<file path="src/rtl/pulse_meter_module.sv">
// -----------------------------------------------------------------------------
// pulse_meter_module
//
// Measures the length, in clock cycles, of each high and low phase of a
// square wave (din) that is already in the clk domain, and flags phases whose
// length falls outside EXP_LEN +/- TOL.
//
// Parameters
//   CNT_W   : width of the phase-length counter and of the width result
//   EXP_LEN : expected phase length in clock cycles
//   TOL     : allowed deviation from EXP_LEN in clock cycles
//
// Ports
//   clk         in   single clock, rising edge
//   rst_n       in   synchronous active-low reset (wins over clr and edges)
//   din         in   square wave under measurement
//   clr         in   synchronous clear of measurement state (wins over edges)
//   width       out  length of the phase just completed (holds between strobes)
//   width_lvl   out  din level during the reported phase (holds between strobes)
//   width_valid out  one-cycle strobe: width / width_lvl are new
//   err         out  one-cycle strobe with width_valid: phase out of tolerance
//   err_sticky  out  set by any err, held until clr or reset
//   phase_cnt   out  number of reported phases, modulo 256
//   sq_state    out  FSM state for debug (0 IDLE, 1 HIGH, 2 LOW)
//
// Handshake: width_valid is a pure strobe with no back-pressure. The consumer
// must take width, width_lvl and err in the single cycle width_valid is high;
// width and width_lvl stay stable until the next strobe.
//
// Timing: din is sampled into s1 then s2. An edge is seen while s1 != s2, and
// the FSM acts on it at the following clock, so width_valid rises on the
// second rising edge after din changes. A din phase of L clocks reports L.
// -----------------------------------------------------------------------------
module pulse_meter_module #(
    parameter int CNT_W   = 8,
    parameter int EXP_LEN = 10,
    parameter int TOL     = 1
) (
    input  logic             clk,
    input  logic             rst_n,
    input  logic             din,
    input  logic             clr,
    output logic [CNT_W-1:0] width,
    output logic             width_lvl,
    output logic             width_valid,
    output logic             err,
    output logic             err_sticky,
    output logic [7:0]       phase_cnt,
    output logic [1:0]       sq_state
);

    typedef enum logic [1:0] {
        ST_IDLE = 2'd0,
        ST_HIGH = 2'd1,
        ST_LOW  = 2'd2
    } state_t;

    // Tolerance window. A negative lower bound is clamped to 0 so the
    // unsigned comparison below never wraps.
    localparam int LO_RAW   = EXP_LEN - TOL;
    localparam int LO_BOUND = (LO_RAW < 0) ? 0 : LO_RAW;
    localparam int HI_BOUND = EXP_LEN + TOL;
    localparam logic [31:0] LO_U = 32'(LO_BOUND);
    localparam logic [31:0] HI_U = 32'(HI_BOUND);

    localparam logic [CNT_W-1:0] CNT_MAX = '1;
    localparam logic [CNT_W-1:0] CNT_ONE = CNT_W'(1);

    state_t           state;
    logic             s1;
    logic             s2;
    logic [CNT_W-1:0] cnt;

    logic             edge_seen;
    logic [31:0]      cnt_ext;
    logic             phase_bad;

    assign edge_seen = s1 ^ s2;
    assign cnt_ext   = 32'(cnt);

    // A saturated counter means the true length is unknown and at least
    // CNT_MAX, so it is always reported as an error.
    assign phase_bad = (cnt_ext < LO_U) || (cnt_ext > HI_U) || (cnt == CNT_MAX);

    assign sq_state = state;

    always_ff @(posedge clk) begin
        if (!rst_n) begin
            state       <= ST_IDLE;
            s1          <= 1'b0;
            s2          <= 1'b0;
            cnt         <= '0;
            width       <= '0;
            width_lvl   <= 1'b0;
            width_valid <= 1'b0;
            err         <= 1'b0;
            err_sticky  <= 1'b0;
            phase_cnt   <= 8'd0;
        end else begin
            // The sampler keeps running through clr so that releasing clr
            // never exposes a stale s1/s2 mismatch as a false edge.
            s1 <= din;
            s2 <= s1;

            width_valid <= 1'b0;
            err         <= 1'b0;

            if (clr) begin
                state      <= ST_IDLE;
                cnt        <= '0;
                phase_cnt  <= 8'd0;
                err_sticky <= 1'b0;
            end else begin
                case (state)
                    ST_IDLE: begin
                        // First edge only starts timing; the partial phase
                        // before it has unknown length and is dropped.
                        if (edge_seen) begin
                            state <= s1 ? ST_HIGH : ST_LOW;
                            cnt   <= CNT_ONE;
                        end
                    end

                    ST_HIGH, ST_LOW: begin
                        if (edge_seen) begin
                            width       <= cnt;
                            width_lvl   <= (state == ST_HIGH);
                            width_valid <= 1'b1;
                            err         <= phase_bad;
                            if (phase_bad) begin
                                err_sticky <= 1'b1;
                            end
                            cnt       <= CNT_ONE;
                            state     <= (state == ST_HIGH) ? ST_LOW : ST_HIGH;
                            phase_cnt <= phase_cnt + 8'd1;
                        end else if (cnt != CNT_MAX) begin
                            cnt <= cnt + 1'b1;
                        end
                    end

                    default: begin
                        // Unused encoding: fall back to a clean restart.
                        state <= ST_IDLE;
                        cnt   <= '0;
                    end
                endcase
            end
        end
    end

endmodule

</file>
<file path="config.mk">
export PLATFORM = sky130hd
export DESIGN_NAME = pulse_meter_module
export DESIGN_NICKNAME = d
export VERILOG_FILES = /design/src/rtl/pulse_meter_module.sv
export SDC_FILE = /design/constraint.sdc
export NUM_CORES = 1
export LEC_CHECK = 0
export BUFFER_PORTS_ARGS = -buffer_cell sky130_fd_sc_hd__buf_2
export CAP_MARGIN = 5
export CORE_UTILIZATION = 35
export DETAILED_ROUTE_END_ITERATION = 8
export GPL_TIMING_DRIVEN = 0
export SETUP_SLACK_MARGIN = 0.4
export SKIP_CTS_REPAIR_TIMING = 1
export SLEW_MARGIN = 10
export SYNTH_ARGS = -nofsm -noshare
export SYNTH_HDL_FRONTEND = slang
export SYNTH_SLANG_ARGS = --single-unit
</file>
<file path="constraint.sdc">
create_clock -name clk -period 2.1 [get_ports clk]
set_input_delay 0.42 -clock clk [delete_from_list [all_inputs] [get_ports clk]]
set_output_delay 0.42 -clock clk [all_outputs]
set_load 0.1 [all_outputs]
</file>
# == Word-level counts from Yosys, hierarchy flattened ==
# Cells that the tools add are included.
# totals
reg_bits,32
out_inout_bits,22
# classes
n_bitwise,5
n_lt_le_gt_ge,2
n_mux,10
add_sub_neg,2
n_reduce_logical,12
eq_ne,7
# ops
cell,n
8-bit 2-to-1 mux,3
"8-bit by 1-bit adder with 8-bit output, second input constant",2
8-bit case mux with 2 select lines,1
"8-bit equality test, second input constant",1
"8-bit by 4-bit > comparator with 1-bit output, second input constant",1
"8-bit by 4-bit < comparator with 1-bit output, second input constant",1
2-bit 2-to-1 mux,4
"8-bit != test, second input constant",1
2-bit AND reduction,3
3-bit AND reduction,2
"2-bit != test, second input constant",2
1-bit inverter,4
2-bit case mux with 2 select lines,1
2-bit OR reduction,2
4-bit OR reduction,1
"3-bit != test, second input constant",1
3-bit OR reduction,1
"2-bit by 1-bit equality test with 1-bit output, second input constant",1
"2-bit equality test, second input constant",1
2-bit zero test,1
1-bit logical OR,2
1-bit 2-to-1 mux,1
1-bit XOR,1

# == Longest topological paths before layout ==
# logic_depth
ltp_word,4
depth_mapped,8
mapped_depth_nobuf,6

# == Least setup slack after synthesis ==
# Ideal clock, no wire load.
# synth_timing
path_type,register -> register
from,register state[1] (netlist: sq_state[1])
to,register cnt[5]
path_buffers,1
arrival_ns,2.665
stages_incl_launch_ff,8
setup_time_ns,0.092
path_slack_ns,-0.657
path_cell_list,dfxtp_1 inv_1 ha_1 buf_2 inv_1 nor3_4 or4b_1 o32ai_1
# synth_via
elab_chain_len,4
elab_cells_between_ends,8
classes_between,4 x eq/ne; 1 x mux; 3 x reduce/logical
# synth_rtl
element,line,rtl
from (decl),69,state_t state;
from (signal assigned),119,state <= s1 ? ST_HIGH : ST_LOW;
from (signal assigned),134,state <= (state == ST_HIGH) ? ST_LOW : ST_HIGH;
2-bit by 1-bit equality test with 1-bit output or 2-bit equality test (tied branches),114,case (state)
2-bit OR reduction,114,
3-bit != test (no source line),-,
2-bit AND reduction (no source line),-,
to (signal assigned),137,cnt <= cnt + 1'b1;
to (decl),72,logic [CNT_W-1:0] cnt;
# Parallel ways exist; a longest one is shown, timed or not.
# A chain may end at the register's enable or synchronous reset.

# == Worst setup path in the final report ==
# Ends and elaborated chain as after synthesis.

==> results.tsv <==
metric	value	unit
status	complete, no violations	
pre_cts_slack	0.143	ns
drive_above_1_share	28.6	%
synthArstFlopShare	0	%
first_pass_iters	4	
fin_total_pwr	0.00140	W
rows	23	
clockRootBuffer	clkbuf_8	
grt_overflow	0	
finClkSkew	0.00427	ns
numCtsBuffers	5	
synth-warning-count	0	
cp_max_fo	5	
gp_congestion	0.834	
slew_headroom	67.6	%
clk_latency	0.29	ns
vias_per_cell	4.96	
cts.sink_count	32	
synth_largest_area_cell	dfxtp_1	
netlist_instances	181	
grt_pass1_vias	1175	
yosysUniqueCellTypes	38	
antenna_found_initial	0	
grt_usage	16.4	%
timing.critical_path.arrival	1.95	ns
synth_commonest_cells	nand2_1, dfxtp_1, o21ai_0	
hpwl	2390	µm
path_cells	inv_4 -> ha_4 -> buf_8 -> inv_6 -> nor3_4 -> or4b_4 -> o32ai_2	
place_inst	256	
cp_top_family	simple AND/OR/NAND/NOR gates	
cp.required	2.31	ns
worst_pin_slew	0.489	ns
finalWirelength	3360	µm
power_density	710	nW/µm²
grt_pass1_wl	5460	µm
netlist_area	1540	µm²
ys_ff_latch	32	
synth.avg_cell_area	8.50	µm²
crit_type	reg2reg	
synth_ff_type	dfxtp_1	
coreArea	4120	µm²
synth_fp_nets	191	
crit_buf_inv	3	
max_freq	0.573	GHz
port_buffers	25	
hp-class	in2reg	
yosys.cell_count.top_type	nand2_1	
nFillCells	405	
tns	0	ns
antenna_cells	0	
die_h	68.3	µm
synth.area.top_cells	dfxtp_1, nand2_1, ha_1	
post-route-min-period	1.74	ns
cp_slowest_stage_delay	0.48	ns
routedWlPerCell	12.6	µm
p_leak	0.785	nW
drtAntennaViolNets	0	
post-route-drc-count	0	
dieArea	4660	µm²
cp-end-kind	flop	
hold_slack	0.334	ns
clockBufferDepth	2	
ios	26	
drt-initial-drc-count	69	
synth-edff-count	0	
start_util	37.4	%
timing.final.ws_setup	0.356	ns
area_growth_syn_to_layout	28.0	%
cts.clk_slew.worst_paths	0.07	ns
fin_cells	267	
die_x	68.3	µm
cap_violations	0	
cts_tree	yes	
yosysTopAreaCellShare	41.7	%
post-route-period-util	83.0	%
ir_drop	0.000380	V
slew_violations	0	
hold_viol	0	
cpMaxStageDelayCell	or4b_4	
grt_setup_unrepaired	true	
setup_viol	0	
start_kind	flop	
ys_seq_area_share	41.7	%
htree_levels	2	
fin_nets	226	
grt_max_degree	11	
vias	1325	
[worst reg2reg max path: stages (launching register included)]
cell and delay (ns):
dfxtp_4 0.37, inv_4 0.05, ha_4 0.26, buf_8 0.10, inv_6 0.04, nor3_4 0.16, or4b_4 0.48, o32ai_2 0.20
[flip-flops by register name (all words and copies together) (netlist names)]
signal and count:
cnt 8, phase_cnt 8, width 8, sq_state 2
err 1, err_sticky 1, s1 1, s2 1
width_lvl 1, width_valid 1
[final timing paths]
check / from / end / slack, ns / cells past startpoint
hold / removal: din / s1 / 0.33 / 2
setup reg to reg: sq_state[1] / cnt[5] / 0.36 / 7
setup / recovery: sq_state[1] / cnt[5] / 0.36 / 7
hold reg to reg: width[0] / width[0] / 0.45 / 2
[report_power, final]
group          leakage [nW]  internal (W)  switching, W
Sequential            0.263      0.000613     0.0000111
Clock                0.0627      0.000371      0.000239
Combinational         0.459     0.0000568      0.000108
[stage by stage]
step                      utilization, %  cell area (µm²)
after global placement              43.6             1790
after detailed placement            43.6             1790
after CTS                           46.5             1920
after global routing                47.8             1970
after floorplan                        -             1610
final                               47.8             1970
[final cells by class]
| cell class | instances | area [µm²] | share of cell area [%] |
|---|---|---|---|
| sequential | 32 | 656 | 33.3 |
| timing repair buffer | 28 | 148 | 7.50 |
| inverter | 5 | 26.3 | 1.34 |
| tap | 50 | 62.6 | 3.18 |
| clock buffer | 8 | 121 | 6.17 |
| buffer | 9 | 61.3 | 3.12 |
| multi-input combinational | 135 | 893 | 45.4 |
[routing by layer]
layer	up-vias	GRT usage (%)	share of wire, %
met1	598	21.5	51
li1	699	-	-
met2	22	22.9	44
met4	0	10.4	2.3
met5	-	0	0
met3	6	5.00	3.2
[kinds of logic after synthesis]
logic type / Yosys count / share of synthesized area, %
AND/OR/NAND/NOR: 83 / 28.4
multiplexers: 2 / 1.30
flip-flops: 32 / 41.7
buffers and inverters: 14 / 3.58
AO/OA/AOI/OAI: 37 / 15.0
XOR/XNOR: 7 / 5.21
adder cells (fa/ha/maj): 6 / 4.88
[cell usage in the layout, fill, tap and decap left out, types with 3 or more instances in the layout]
master    instances
and2_1            4
buf_4             4
nand2_1          33
buf_2            25
a21boi_1          9
ha_1              5
nand4_1           3
o21ai_0           9
clkbuf_8          8
dfxtp_1          24
nor2_1            8
dfxtp_2           6
a211oi_1          3
nor3_1            3
xor2_1            5
nor4_1            3
and3_1            6
nand3_1           6
clkbuf_1          4
a21oi_1           9
Note: power is estimated with default switching activity, not from simulation.
